$ cat config.mk
export PLATFORM = sky130hd
export DESIGN_NAME = prog_mem_arbiter
export DESIGN_NICKNAME = d
export VERILOG_FILES = /design/src/rtl/pic_pm_pkg.sv /design/src/rtl/prog_mem_arbiter.sv
export SDC_FILE = /design/constraint.sdc
export NUM_CORES = 1
export LEC_CHECK = 0
export CORE_MARGIN = 2
export CORE_UTILIZATION = 47
export CTS_BUF_LIST = sky130_fd_sc_hd__clkbuf_2 sky130_fd_sc_hd__clkbuf_4 sky130_fd_sc_hd__clkbuf_8
export DETAILED_ROUTE_END_ITERATION = 6
export PLACE_DENSITY_LB_ADDON = 0.2
export RECOVER_POWER = 50
export SYNTH_ARGS = -nofsm -noshare
export SYNTH_HDL_FRONTEND = slang
export SYNTH_SLANG_ARGS = --single-unit
$ cat constraint.sdc
create_clock -name clk -period 1.4 [get_ports clk]
set_input_delay 0.21 -clock clk [delete_from_list [all_inputs] [get_ports clk]]
set_output_delay 0.21 -clock clk [all_outputs]
set_load 0.02 [all_outputs]
$ cat src/rtl/pic_pm_pkg.sv
// Shared definitions for the program-memory arbiter: FSM encoding, NOP word
// and default bus widths.
package pic_pm_pkg;

  localparam int PM_ADDR_W = 11;
  localparam int PM_DATA_W = 14;

  localparam logic [PM_DATA_W-1:0] PM_NOP = 14'h0000;

  typedef enum logic [1:0] {
    IDLE    = 2'd0,
    FETCH   = 2'd1,
    PM_RD   = 2'd2,
    PM_HOLD = 2'd3
  } pm_state_t;

endpackage

$ cat src/rtl/prog_mem_arbiter.sv
// Arbitrates the single program-ROM port between instruction fetch and
// PMCON1.RD reads. Optional address range check: define PM_RANGE_CHECK_EN.
module prog_mem_arbiter
  import pic_pm_pkg::*;
#(
  parameter int ADDR_W    = PM_ADDR_W,
  parameter int DATA_W    = PM_DATA_W,
  parameter int ROM_DEPTH = 2048
) (
  input  logic              clk,
  input  logic              rst_n,
  input  logic              fetch_req,
  input  logic [ADDR_W-1:0] fetch_addr,
  output logic              fetch_gnt,
  output logic              fetch_valid,
  output logic [DATA_W-1:0] fetch_data,
  input  logic              pm_rd_req,
  input  logic [ADDR_W-1:0] pm_addr,
  output logic              pm_busy,
  output logic              pm_done,
  output logic [DATA_W-1:0] pm_data,
  output logic              pm_ovr,
`ifdef PM_RANGE_CHECK_EN
  output logic              addr_err,
`endif
  output logic [ADDR_W-1:0] rom_addr,
  input  logic [DATA_W-1:0] rom_data
);

  localparam logic [DATA_W-1:0] NOP_WORD = DATA_W'(PM_NOP);

  pm_state_t         state;
  logic [ADDR_W-1:0] rom_addr_q;
  logic [ADDR_W-1:0] pm_addr_q;
  logic [DATA_W-1:0] rom_word;

  // rom_addr is combinational so a grant can read the ROM in the same cycle;
  // rom_addr_q keeps the last driven address for cycles with no owner.
  always_comb begin
    fetch_gnt = 1'b0;
    rom_addr  = rom_addr_q;
    unique case (state)
      IDLE, FETCH: begin
        if (fetch_req && !pm_rd_req) begin
          fetch_gnt = 1'b1;
          rom_addr  = fetch_addr;
        end
      end
      PM_RD:   rom_addr = pm_addr_q;
      PM_HOLD: rom_addr = rom_addr_q;
      default: rom_addr = rom_addr_q;
    endcase
  end

`ifdef PM_RANGE_CHECK_EN
  localparam logic [ADDR_W:0] DEPTH_LIM = (ADDR_W+1)'(ROM_DEPTH);

  logic rom_oob;

  always_comb begin
    rom_oob  = ({1'b0, rom_addr} >= DEPTH_LIM);
    rom_word = rom_oob ? NOP_WORD : rom_data;
  end

  always_ff @(posedge clk or negedge rst_n) begin
    if (!rst_n) begin
      addr_err <= 1'b0;
    end else if (rom_oob && (fetch_gnt || state == PM_RD)) begin
      addr_err <= 1'b1;
    end
  end
`else
  always_comb begin
    rom_word = rom_data;
  end
`endif

  always_ff @(posedge clk or negedge rst_n) begin
    if (!rst_n) begin
      state       <= IDLE;
      rom_addr_q  <= '0;
      pm_addr_q   <= '0;
      fetch_valid <= 1'b0;
      fetch_data  <= NOP_WORD;
      pm_busy     <= 1'b0;
      pm_done     <= 1'b0;
      pm_data     <= NOP_WORD;
      pm_ovr      <= 1'b0;
    end else begin
      rom_addr_q  <= rom_addr;
      fetch_valid <= fetch_gnt;
      pm_done     <= 1'b0;
      if (fetch_gnt) begin
        fetch_data <= rom_word;
      end
      unique case (state)
        IDLE, FETCH: begin
          if (pm_rd_req) begin
            pm_addr_q <= pm_addr;
            pm_busy   <= 1'b1;
            state     <= PM_RD;
          end else if (fetch_req) begin
            state <= FETCH;
          end else begin
            state <= IDLE;
          end
        end
        PM_RD: begin
          pm_data <= rom_word;
          pm_done <= 1'b1;
          state   <= PM_HOLD;
          if (pm_rd_req) begin
            pm_ovr <= 1'b1;
          end
        end
        PM_HOLD: begin
          pm_busy <= 1'b0;
          state   <= IDLE;
          if (pm_rd_req) begin
            pm_ovr <= 1'b1;
          end
        end
        default: state <= IDLE;
      endcase
    end
  end

endmodule
==> impl_summary.md, run 1 <==
Run status
The run finished, with violations left. The final reports fail on setup timing.

Placed design
The worst setup slack before clock tree synthesis is -0.813 ns. During placement, the flow inserted port buffers numbering 83. Summed over all nets, the half-perimeter wirelength after detailed placement is 3730 um. The congestion estimate from routability-driven global placement came to 0.734.

Floorplanning
From bottom edge to top edge, the die measures 75.9 um. The die footprint is 5760 sq um. The x dimension of the die is 75.9 um. The core region is 5040 sq um. The number of rows created at floorplan is 26.

Pin placement for this block handled 84 I/O pins. For this configuration, the core starts out at a cell density of 48.2%.

Cells and area
Compared with the post-synthesis result, the final layout area differs by 51.7%. The number of nets in the finished design is 301. Of the cells placed in the final design, the portion with a size suffix greater than 1 is 36.6%. The number of antenna diodes in the final layout is 0.

The final design utilization is 73.2%.

Route
The remaining number of nets flagged by the antenna check after routing is 0. Wires add up to 5630 um. The average detailed-routed wire length per instance is 17.0 um. The number of optimization iterations in the first detailed-route pass is 4. The number of vias per cell is 4.93.

After the first detailed-routing iteration, the DRC count stood at 31. Summing over every cut layer, the via total after detailed routing is 1638. For this run, design rule violations remaining after detail routing come to 0.

Yosys
The number of different library cells used by synthesis comes to 17. Ranked by total cell area, the synthesized netlist is headed by dfrtp_1 58%, mux2i_1 14%, mux2_4 10%. Sorting the synthesized cells by how often they occur yields 56 x dfrtp_1, 33 x mux2i_1, 22 x mux2_2.

Sequential cells were found to cover 57.6% of the synthesized design area. The synthesized netlist net count is 189. The top cell type by area accounts for 57.6% of the synthesized area. In the post-synthesis netlist, the cell with the most instances is dfrtp_1. A synthesized cell averages 16.3 sq um. The number of synthesized flops with an enable pin is 0. The mapped netlist covers 2430 sq um. The number of warnings printed during yosys synthesis is 0.

The prevailing post-synth register cell is dfrtp_1. After synthesis the netlist holds a flip-flop and latch count of 56. The share of synthesized registers carrying an async set or reset is 100%. The biggest area consumer among synthesized cells is dfrtp_1. In the synthesized netlist, the number of instances is 149.

Critical path
The worst path required time is 1.19 ns. The endpoint arrival time on the critical path is 1.45 ns. STA classifies the critical path startpoint as a flip-flop. Of all nets on the critical path, the largest fanout is 13. The worst setup path is captured at an output pin.

The setup path with the least slack is of type reg -> out.

Power
In this run the power density over the cells is 2440 nW/um^2. VDD sags by at most 0.00126 V. The analysis attributes to cell leakage a power of 0.00181 uW.

Overall power consumption after layout is estimated at 9000 uW.

Timing
The worst slew margin relative to its limit is 67.3%. For the pin with the worst max-slew slack, the measured transition is 0.490 ns. Final hold analysis gives a worst-case slack of 0.348 ns. The final-report max-slew violation count is 0. The final cycle utilization of the critical path is 119%. Based on the critical path, the design can be clocked at up to 602 MHz.

After layout, the minimum clock period comes to 1.66 ns. The number of hold violations in the final report is 0. Once routing completed, OpenROAD measured the worst setup slack at -0.262 ns. The total setup violations reported at the end of the flow is 37. The setup skew after layout is 0.00741 ns.

Setup repair after global routing could not meet its margin everywhere.

Clock tree
The number of clock buffers inserted by TritonCTS is 5. The clock root buffer is clkbuf_8. The clock-pin transition on the worst setup and hold timing paths is 0.09 ns. The number of H-tree levels is 2. The TritonCTS clock tree is done.

The clock latency at the later pin of the worst-skew pair is 0.31 ns. The longest clock path from root to sink contains 2 buffers. The number of sinks handled by clock tree synthesis is 56.

Global routing
Global routing consumed, over all layers together, 20.1% of the routing resources. The global-route wire length before repair is 9160 um. The number of global-route vias before repair was 1795.

The largest net degree at the start of global routing is 24. The initial antenna violation count came to 0. The total overflow left after global routing is 0.

Min path
The worst hold path belongs to the class in -> reg.

Flow run
The max-cap check violation count is 0.
==> where the power goes <==
group	switching (uW)	leakage [uW]	internal [uW]	total (uW)
Combinational	2330	0.00111	2870	5200
Clock	507	0.0000434	401	908
Sequential	464	0.000654	2440	2900
Total	3300	0.00181	5710	9000
==> worst max-delay path: stages, from the launching register on <==
cell     delay [ns]
dfrtp_1        0.41
buf_12         0.16
mux2i_1        0.12
mux2i_1        0.26
buf_4          0.20
==> logic make-up (layout without fill, tap and decap cells) <==
| group | after synthesis | in the layout | synth area share, % |
|---|---|---|---|
| simple gates | 6 | 6 | 2.73 |
| buf+inv | 12 | 125 | 4.58 |
| flops | 56 | 56 | 57.6 |
| compound gates | 3 | 3 | 0.772 |
| mux | 72 | 72 | 34.3 |
==> flip-flops by register name, summed over array words and instances, names as in the netlist <==
| signal | cells |
|---|---|
| pm_data | 14 |
| pm_addr_q | 11 |
| state | 2 |
| rom_addr_q | 11 |
| pm_done | 1 |
| fetch_data | 14 |
| fetch_valid | 1 |
| pm_busy | 1 |
| pm_ovr | 1 |
==> worst paths after layout <==
path | from | to | slack (ns) | cells after the start
worst max-delay path | state[0] | rom_addr[8] | -0.26 | 4
worst min-delay path | pm_rd_req | pm_ovr | 0.35 | 2
worst max register to register | state[1] | fetch_data[8] | -0.05 | 5
worst min register to register | pm_ovr | pm_ovr | 0.50 | 1
max in group asynchronous | rst_n | pm_addr_q[4] | 0.24 | 3
min in group asynchronous | rst_n | pm_addr_q[5] | 0.39 | 2
==> placed cells by master (no fill, tap or decap) <==
cell type,Yosys,routed
a21o_1,1,1
buf_12,0,7
buf_2,2,1
buf_4,1,27
buf_6,5,4
clkbuf_16,0,2
clkbuf_2,0,2
clkbuf_4,0,1
clkbuf_8,0,6
clkdlybuf4s50_1,0,36
clkinvlp_4,0,2
dfrtp_1,56,55
dfrtp_2,0,1
dlygate4sd2_1,0,34
dlygate4sd3_1,0,1
inv_1,2,2
mux2_2,22,11
mux2_4,17,28
mux2i_1,33,33
nand2b_4,2,2
nor2_1,1,1
nor2_8,1,1
nor2b_4,0,1
o21ai_0,1,1
o22ai_1,1,1
or2_1,1,1
==> per-stage QoR <==
stage,area (sq um),cells,setup TNS [ns]
2_1_floorplan,2430,149,-0.132
3_3_place_gp,3370,301,-17.87
3_5_place_dp,3370,301,-20.37
6_report,3690,332,-2.83
4_1_cts,3580,324,-2.25
5_1_grt,3690,332,-4.47
==> layer usage <==
| layer | GRT usage (%) | part of all wire (%) |
|---|---|---|
| met1 | 24.1 | 42 |
| met2 | 35.4 | 51 |
| met3 | 5.48 | 5.5 |
| met4 | 6.36 | 0.91 |
| met5 | 0 | 0 |
==> repair_timing <==
| item | CTS | global route |
|---|---|---|
| hold endpoints to repair | 17 | 0 |
| cloned | 0 | 2 |
| buffers inserted | 14 | 6 |
| resized for setup | 101 | 12 |
| setup endpoints to repair | 72 | 39 |
| hold buffers | 1 | 0 |
| pin swaps | 1 | 1 |
==> layout make-up <==
type	instances	area, sq um
Clock buffer	6	82.6
Fill cell	356	1350
Inverter	2	7.51
Multi-Input combinational cell	81	965
Sequential cell	56	1400
Timing Repair Buffer	115	1130
Clock inverter	2	15.0
Tap cell	70	87.6
(Power assumes the default switching activity.)
==> run 2, diff against run 1 <==
--- a/config.mk
+++ b/config.mk
@@ -9,6 +9,7 @@
 export CORE_UTILIZATION = 47
 export CTS_BUF_LIST = sky130_fd_sc_hd__clkbuf_2 sky130_fd_sc_hd__clkbuf_4 sky130_fd_sc_hd__clkbuf_8
 export DETAILED_ROUTE_END_ITERATION = 6
+export HOLD_SLACK_MARGIN = 0.15
 export PLACE_DENSITY_LB_ADDON = 0.2
 export RECOVER_POWER = 50
 export SYNTH_ARGS = -nofsm -noshare
==> results of run 2 <==
Same layout as run 1: the final DEF is identical, and so are final timing and power.
